--- config.mk ---
export PLATFORM = sky130hd
export DESIGN_NAME = p2s_shift_ctrl
export DESIGN_NICKNAME = d
export VERILOG_FILES = /design/src/rtl/p2s_shift_ctrl.sv
export SDC_FILE = /design/constraint.sdc
export NUM_CORES = 1
export LEC_CHECK = 0
export CAP_MARGIN = 25
export CORE_ASPECT_RATIO = 1.75
export CORE_MARGIN = 5
export CORE_UTILIZATION = 55
export DETAILED_ROUTE_END_ITERATION = 7
export HOLD_SLACK_MARGIN = 0.08
export PLACE_DENSITY_LB_ADDON = 0.25
export SLEW_MARGIN = 20
export SYNTH_ARGS = -nofsm -noshare
export SYNTH_HDL_FRONTEND = slang
export SYNTH_SLANG_ARGS = --single-unit
--- constraint.sdc ---
create_clock -name clk -period 4.2 [get_ports clk]
set_input_delay 1.05 -clock clk [delete_from_list [all_inputs] [get_ports clk]]
set_output_delay 1.05 -clock clk [all_outputs]
set_load 0.1 [all_outputs]
--- src/rtl/p2s_shift_ctrl.sv ---
// p2s_shift_ctrl: load/shift sequencer for the serial display shift-register
// chain. Parallel-loads a word, then clocks it out with a divided serial clock,
// a clear strobe before the bits and a latch strobe after them.
// Optional build macro: P2S_LSB_FIRST_EN (shift out LSB first instead of MSB).
module p2s_shift_ctrl #(
  parameter int DATA_W  = 64,
  parameter int CLK_DIV = 2
) (
  input  logic              clk,
  input  logic              rst,
  input  logic              start,
  input  logic [DATA_W-1:0] par_data,
  output logic              sel_load,
  output logic              busy,
  output logic              done,
  output logic              s_clk,
  output logic              s_dat,
  output logic              s_clr,
  output logic              s_en
);

  localparam int DIV_W = $clog2(CLK_DIV) + 1;
  localparam int BIT_W = $clog2(DATA_W) + 1;
  localparam logic [DIV_W-1:0] DIV_LAST = DIV_W'(CLK_DIV - 1);
  localparam logic [BIT_W-1:0] BIT_LAST = BIT_W'(DATA_W - 1);

  typedef enum logic [2:0] {
    IDLE,
    LOAD,
    CLR,
    SH_LO,
    SH_HI,
    LATCH,
    DONE
  } state_t;

  state_t              state, state_nxt;
  logic [DATA_W-1:0]   shreg, shreg_nxt, shreg_shift;
  logic [BIT_W-1:0]    bit_cnt, bit_cnt_nxt;
  logic [DIV_W-1:0]    div_cnt, div_cnt_nxt;
  logic                out_bit;
  logic                sel_load_nxt, busy_nxt, done_nxt;
  logic                s_clk_nxt, s_dat_nxt, s_clr_nxt, s_en_nxt;

  // Shift direction and the bit presented on s_dat (taken from the next
  // shreg value so the registered s_dat lines up with the new bit).
  always_comb begin
`ifdef P2S_LSB_FIRST_EN
    shreg_shift = {1'b0, shreg[DATA_W-1:1]};
    out_bit     = shreg_nxt[0];
`else
    shreg_shift = {shreg[DATA_W-2:0], 1'b0};
    out_bit     = shreg_nxt[DATA_W-1];
`endif
  end

  // State register, datapath and registered outputs.
  always_ff @(posedge clk or posedge rst) begin
    if (rst) begin
      state    <= IDLE;
      shreg    <= '0;
      bit_cnt  <= '0;
      div_cnt  <= '0;
      sel_load <= 1'b0;
      busy     <= 1'b0;
      done     <= 1'b0;
      s_clk    <= 1'b0;
      s_dat    <= 1'b0;
      s_clr    <= 1'b1;
      s_en     <= 1'b0;
    end else begin
      state    <= state_nxt;
      shreg    <= shreg_nxt;
      bit_cnt  <= bit_cnt_nxt;
      div_cnt  <= div_cnt_nxt;
      sel_load <= sel_load_nxt;
      busy     <= busy_nxt;
      done     <= done_nxt;
      s_clk    <= s_clk_nxt;
      s_dat    <= s_dat_nxt;
      s_clr    <= s_clr_nxt;
      s_en     <= s_en_nxt;
    end
  end

  // Next-state, shift-register and counter logic.
  always_comb begin
    state_nxt   = state;
    shreg_nxt   = shreg;
    bit_cnt_nxt = bit_cnt;
    div_cnt_nxt = div_cnt;
    unique case (state)
      IDLE: if (start) state_nxt = LOAD;
      LOAD: begin
        shreg_nxt   = par_data;
        bit_cnt_nxt = '0;
        div_cnt_nxt = '0;
        state_nxt   = CLR;
      end
      CLR: state_nxt = SH_LO;
      SH_LO: begin
        if (div_cnt == DIV_LAST) begin
          div_cnt_nxt = '0;
          state_nxt   = SH_HI;
        end else begin
          div_cnt_nxt = div_cnt + DIV_W'(1);
        end
      end
      SH_HI: begin
        if (div_cnt == DIV_LAST) begin
          div_cnt_nxt = '0;
          shreg_nxt   = shreg_shift;
          bit_cnt_nxt = bit_cnt + BIT_W'(1);
          state_nxt   = (bit_cnt == BIT_LAST) ? LATCH : SH_LO;
        end else begin
          div_cnt_nxt = div_cnt + DIV_W'(1);
        end
      end
      LATCH:   state_nxt = DONE;
      DONE:    state_nxt = IDLE;
      default: state_nxt = IDLE;
    endcase
  end

  // Output values decoded from the upcoming state so every output is a flop.
  always_comb begin
    sel_load_nxt = 1'b0;
    busy_nxt     = 1'b0;
    done_nxt     = 1'b0;
    s_clk_nxt    = 1'b0;
    s_dat_nxt    = 1'b0;
    s_clr_nxt    = 1'b1;
    s_en_nxt     = 1'b0;
    unique case (state_nxt)
      LOAD: begin
        sel_load_nxt = 1'b1;
        busy_nxt     = 1'b1;
      end
      CLR: begin
        busy_nxt  = 1'b1;
        s_clr_nxt = 1'b0;
      end
      SH_LO: begin
        busy_nxt  = 1'b1;
        s_dat_nxt = out_bit;
      end
      SH_HI: begin
        busy_nxt  = 1'b1;
        s_clk_nxt = 1'b1;
        s_dat_nxt = out_bit;
      end
      LATCH: begin
        busy_nxt = 1'b1;
        s_en_nxt = 1'b1;
      end
      DONE:    done_nxt = 1'b1;
      default: ;
    endcase
  end

endmodule

==> metrics.txt, run 1 <==
EDFF count, synth 0; sequential share of the synthesized area 0.548; initial antenna violation count 0; die area 8720 sq um; Worst Hold End shreg[52]; CP Class reg -> out; Vias/cell 6.52; Worst slew margin 0.352; FMAX 330 MHz; cell chain of the critical path clkdlybuf4s50_1; CTS Hold Bufs 0; CP startpoint kind flop; worst vdd ir 0.000252 V; WP data arrival 1.98 ns; drt first pass iters 4; dpl hpwl 5.79 mm; DRT iter0 DRCs 265; slowest CP cell clkdlybuf4s50_1; Final Hold Vio Count 0; H-tree lvl count 3; asr flop ratio synth 1.00; total negative slack 0 ns; All-Layer GR Usage 0.220; reg2reg path depth 5; FF-to-FF Start state[1]; Seq cells post-synth 83; reg-to-reg slack, setup 1.73 ns; dpl cell area 4480 sq um; period utilisation layout 0.721; synthesized area per cell 12.1 sq um; crit end category output pin; vias in the first global route 3,075; clock slew at reported path FFs 0.06 ns; worst-case clock skew 0.00559 ns; PwrDens 380 nW/um^2; RSZ-0062 raised after global routing no; ANT cells 0; clk root buf clkbuf_16; GPL Wtd Cong 0.840; share of cells above drive strength 1 0.0743; DR WL/cell 19.9 microns; CTS tree yes; DP Worst Slack 1.53 ns; Setup Fix Bufs, Post-CTS 0; Clock Sinks 83; Synth Cell Area 3790 sq um; Net count, final 440; Initial Util 0.557; Crit path max-delay family buffers and inverters; Synth-to-Final Area Change 26.8%; top_reg_cell synth dfrtp_1; status completed; Final Cell Area 4810 sq um; hold path depth 1; total wire length 9.16 mm; Levels on crit path 1; crit path max fanout 1; Bufs and invs on worst path 1; Final setup viols 0; Rows 40; FF-to-FF End shreg[22]; I/O Buffers 73; placed cells 445; Die X 72.8 microns; Tightest Pin Transition 0.969 ns; Synth Instances 313; die height 120 microns; largest net degree at the start of global routing 68; Critical Path Max Stage Delay 1.12 ns; worst path required time 3.15 ns; # DRC 0; number of CTS-inserted buffers 9; HP Class reg -> reg; core area 6810 sq um; CTS Buffer Depth 2; io pins 74; Distinct cells, synth 45; max-slew violations 0; gr ovfl total 0; total power 1.83 mW; clock network latency to the later pin of the worst-skew pair 0.33 ns; hold_sp shreg[52]; Max Cap Viol 0; Non-Filler Instances 461; leak pwr 2.15 nW; WHS 0.502 ns; post-route minimum period 3.03 ns; CTS-repair resized insts 0; Mapped Nets 381; final setup margin 1.17 ns; first-pass GRT wire length 15.0 mm; via count 3,007; synth warn 0; Layout Utilization 0.706; ANT nets after route 0
## final cells by class
cell class	count	area, sq um
Clock buffer	12	256
Timing Repair Buffer	79	776
Multi-Input combinational cell	194	1500
Clock inverter	4	72.6
Inverter	5	20.0
Tap cell	84	105
Fill cell	517	2000
Sequential cell	83	2080
## kinds of logic after synthesis
group,after synthesis,synth area share
and+or+nand+nor,102,0.165
AOI/OAI and AO/OA,87,0.215
DFF,83,0.548
buffers and inverters,36,0.0581
muxes,4,0.0109
adders and majority gates,1,0.00330
## worst max path at each step
stage / start / endpoint
3_3_place_gp: s_clr / s_clr
4_1_cts: s_clr / s_clr
5_1_grt: s_clr / s_clr
2_1_floorplan: rst / bit_cnt[0]
6_report: s_clr / s_clr
3_5_place_dp: s_clr / s_clr
## synth_stat cells, drive strengths merged, types with 3 or more instances
| cell | n | area (sq um) |
|---|---|---|
| inv | 4 | 15.0 |
| nor2b | 3 | 18.8 |
| nor3b | 4 | 41.3 |
| clkbuf | 8 | 30.0 |
| buf | 23 | 171 |
| nand2 | 11 | 41.3 |
| o21ai | 4 | 20.0 |
| dfrtp | 82 | 2050 |
| nand2b | 4 | 25.0 |
| a21oi | 3 | 26.3 |
| o311ai | 3 | 26.3 |
| mux2i | 3 | 30.0 |
| nand3 | 3 | 15.0 |
| and3 | 64 | 400 |
| a221o | 62 | 621 |
## where the power goes
part / leakage, nW / internal, mW / switching [mW] / total (mW)
Combinational: 0.991 / 0.0853 / 0.0460 / 0.131
Clock: 0.159 / 0.552 / 0.302 / 0.854
Sequential: 0.999 / 0.826 / 0.0133 / 0.840
## sequential cells by signal, summed over array words and instances, names as in the netlist
name      cells
shreg        64
bit_cnt       7
state         3
div_cnt       2
busy          1
done          1
s_clk         1
s_clr         1
s_dat         1
s_en          1
sel_load      1
## per-layer routing
layer,track usage,wire (microns)
met5,0,0
met4,0.0762,143
met2,0.351,4700
met1,0.296,3840
met3,0.0444,471
## layout by cell type, fill, tap and decap left out, types with 3 or more instances in the layout
| master | count |
|---|---|
| a221o_1 | 62 |
| and3_1 | 64 |
| buf_4 | 6 |
| clkbuf_16 | 9 |
| clkdlybuf4s50_1 | 73 |
| dfrtp_1 | 82 |
| inv_1 | 3 |
| mux2i_1 | 3 |
| nand2_1 | 11 |
| nand2b_1 | 4 |
| nand3_1 | 3 |
| nor2b_1 | 3 |
| nor3b_1 | 3 |
| o21ai_0 | 4 |
Note: power is estimated with default switching activity, not from simulation.
==> inputs of run 2 (changes only) <==
--- a/config.mk
+++ b/config.mk
@@ -8,7 +8,7 @@
 export CAP_MARGIN = 25
 export CORE_ASPECT_RATIO = 1.75
 export CORE_MARGIN = 5
-export CORE_UTILIZATION = 55
+export CORE_UTILIZATION = 47
 export DETAILED_ROUTE_END_ITERATION = 7
 export HOLD_SLACK_MARGIN = 0.08
 export PLACE_DENSITY_LB_ADDON = 0.25
==> constraint.sdc (replaced) <==
create_clock -name clk -period 2.5 [get_ports clk]
set_input_delay 0.625 -clock clk [delete_from_list [all_inputs] [get_ports clk]]
set_output_delay 0.625 -clock clk [all_outputs]
set_load 0.1 [all_outputs]
==> run 2 against run 1 <==
Clock power is 56% higher. Critical endpoint is now shreg[47]. Largest power group is now registers. Sequential power is 68% higher. Worst hold slack hardly changed. Critical path depth is 3 higher.
==> metrics.txt, run 2 (synthesis results as in run 1) <==
dpl cell area 4520 sq um (+0.89%); Largest Register shreg; most frequent cells in the layout dfrtp_1, clkdlybuf4s50_1, and3_1; Clock Sinks 83 (unchanged); slowest CP cell dfrtp_1; total negative slack 0 ns (unchanged); via count 2,953 (-1.8%); DRT iter0 DRCs 291 (+9.8%); CTS Buffer Depth 2 (unchanged); die height 129 microns (+7.5%); drt first pass iters 4 (unchanged); wl on met1 3.91 mm (+1.7%); die area 10,000 sq um (+15%); worst path required time 2.72 ns (-0.43 ns); post-route minimum period 1.92 ns; CP Class reg -> reg; CTS Hold Bufs 0 (unchanged); CP startpoint kind flop; I/O Buffers 73 (unchanged); Non-Filler Instances 470 (+2.0%); dpl hpwl 6.27 mm (+8.4%); Max Cap Viol 0 (unchanged); H-tree lvl count 3 (unchanged); RSZ-0062 raised after global routing no; share of cells above drive strength 1 0.0950 (+0.0207); io pins 74 (unchanged); PwrDens 616 nW/um^2 (+62%); largest net degree at the start of global routing 64 (-5.9%); met3 routed WL 387 microns (-18%); final setup margin 0.581 ns (-0.592 ns); clock slew at reported path FFs 0.06 ns (about the same); cell chain of the critical path nor3b_4 > a21oi_4 > buf_4 > a221o_1; worst vdd ir 0.000333 V (+32%); Worst slew margin 0.565 (+0.212); FMAX 521 MHz; max-slew violations 0 (unchanged); Tightest Pin Transition 0.653 ns (-0.316 ns); WP data arrival 2.14 ns (+0.16 ns); Largest regs shreg (64), bit_cnt (7), state (3); number of CTS-inserted buffers 9 (unchanged); crit path max fanout 63 (+62); All-Layer GR Usage 0.192 (-0.0275); most common cell after layout, fill and taps aside dfrtp_1; clk root buf clkbuf_16; Rows 43 (+7.5%); total wire length 9.51 mm (+3.9%); DR top layer met4; placed cells 454 (+2.0%); CTS tree yes; Final Hold Vio Count 0 (unchanged); Largest register FFs 64 (unchanged); Setup Fix Bufs, Post-CTS 0 (unchanged); Bufs and invs on worst path 1 (unchanged); core area 7910 sq um (+16%); Vias/cell 6.28 (-3.7%); Crit path max-delay family flip-flops; GPL Wtd Cong 0.873 (+4.0%); HP Class reg -> reg; # DRC 0 (unchanged); leak pwr 2.16 nW (+0.51%); Die X 77.9 microns (+7.1%); crit end category flop; status completed; worst-case clock skew 0.00693 ns (+0.00134 ns); period utilisation layout 0.767; vias in the first global route 3,003 (-2.3%); Critical Path Max Stage Delay 0.62 ns (-0.50 ns); Final Cell Area 4820 sq um (+0.18%); gr ovfl total 0 (unchanged); Net count, final 443 (+0.68%); initial antenna violation count 1 (+1); CTS-repair resized insts 0 (unchanged); first-pass GRT wire length 15.3 mm (+1.7%); routed length on met2 4.90 mm (+4.2%); Initial Util 0.479 (-0.0776); Final setup viols 0 (unchanged); ANT nets after route 0 (unchanged); clock network latency to the later pin of the worst-skew pair 0.34 ns (about the same); Synth-to-Final Area Change 27.1%; DR WL/cell 20.2 microns (+1.9%); DP Worst Slack 0.619 ns (-0.913 ns)
==> run 2: path summary, 6_finish.rpt <==
kind	start	end	slack [ns]	depth (start not counted)
min reg2reg	shreg[45]	shreg[45]	0.50	1
max in group asynchronous	rst	s_clr	1.26	3
max	state[0]	shreg[47]	0.58	4
min	shreg[45]	shreg[45]	0.50	1
min in group asynchronous	rst	shreg[19]	0.67	2
max reg2reg	state[0]	shreg[47]	0.58	4
==> run 2: layout make-up <==
type | count | area (sq um)
clock buffers | 13 | 260
multi-input cells | 194 | 1500
flip-flops and latches | 83 | 2080
fillers | 658 | 3090
diodes | 1 | 2.50
well taps | 90 | 113
inverters | 5 | 22.5
clock inverters | 2 | 35.0
repair buffers | 82 | 806
==> run 2: worst reg2reg max path, delay by kind of cell (launching register included) <==
family / cells / cell delay, ns
buffers and inverters: 1 / 0.33
DFF: 1 / 0.62
AOI/OAI and AO/OA: 2 / 0.45
and+or+nand+nor: 1 / 0.41
==> run 2: power breakdown <==
part           leakage [nW]  switching, mW  internal, mW  total (mW)
sequential            0.999         0.0247          1.39        1.41
combinational          1.02         0.0795         0.147       0.227
clock                 0.146          0.504         0.821        1.33
total                  2.16          0.608          2.36        2.97
==> run 2: stage by stage <==
stage | hold slack [ns] | total power [mW] | utilization
2_1_floorplan | 0.470 | 1.52 | -
3_3_place_gp | 0.487 | 1.66 | 0.571
3_5_place_dp | 0.487 | 1.66 | 0.571
4_1_cts | 0.509 | 2.99 | 0.609
5_1_grt | 0.518 | 3.06 | 0.609
6_report | 0.502 | 2.97 | 0.609
==> run 2: routing by layer <==
| metal | track usage | vias to the layer above |
|---|---|---|
| li1 | - | 1361 |
| met1 | 0.253 | 1490 |
| met2 | 0.296 | 83 |
| met3 | 0.0308 | 19 |
| met4 | 0.119 | 0 |
| met5 | 0 | - |
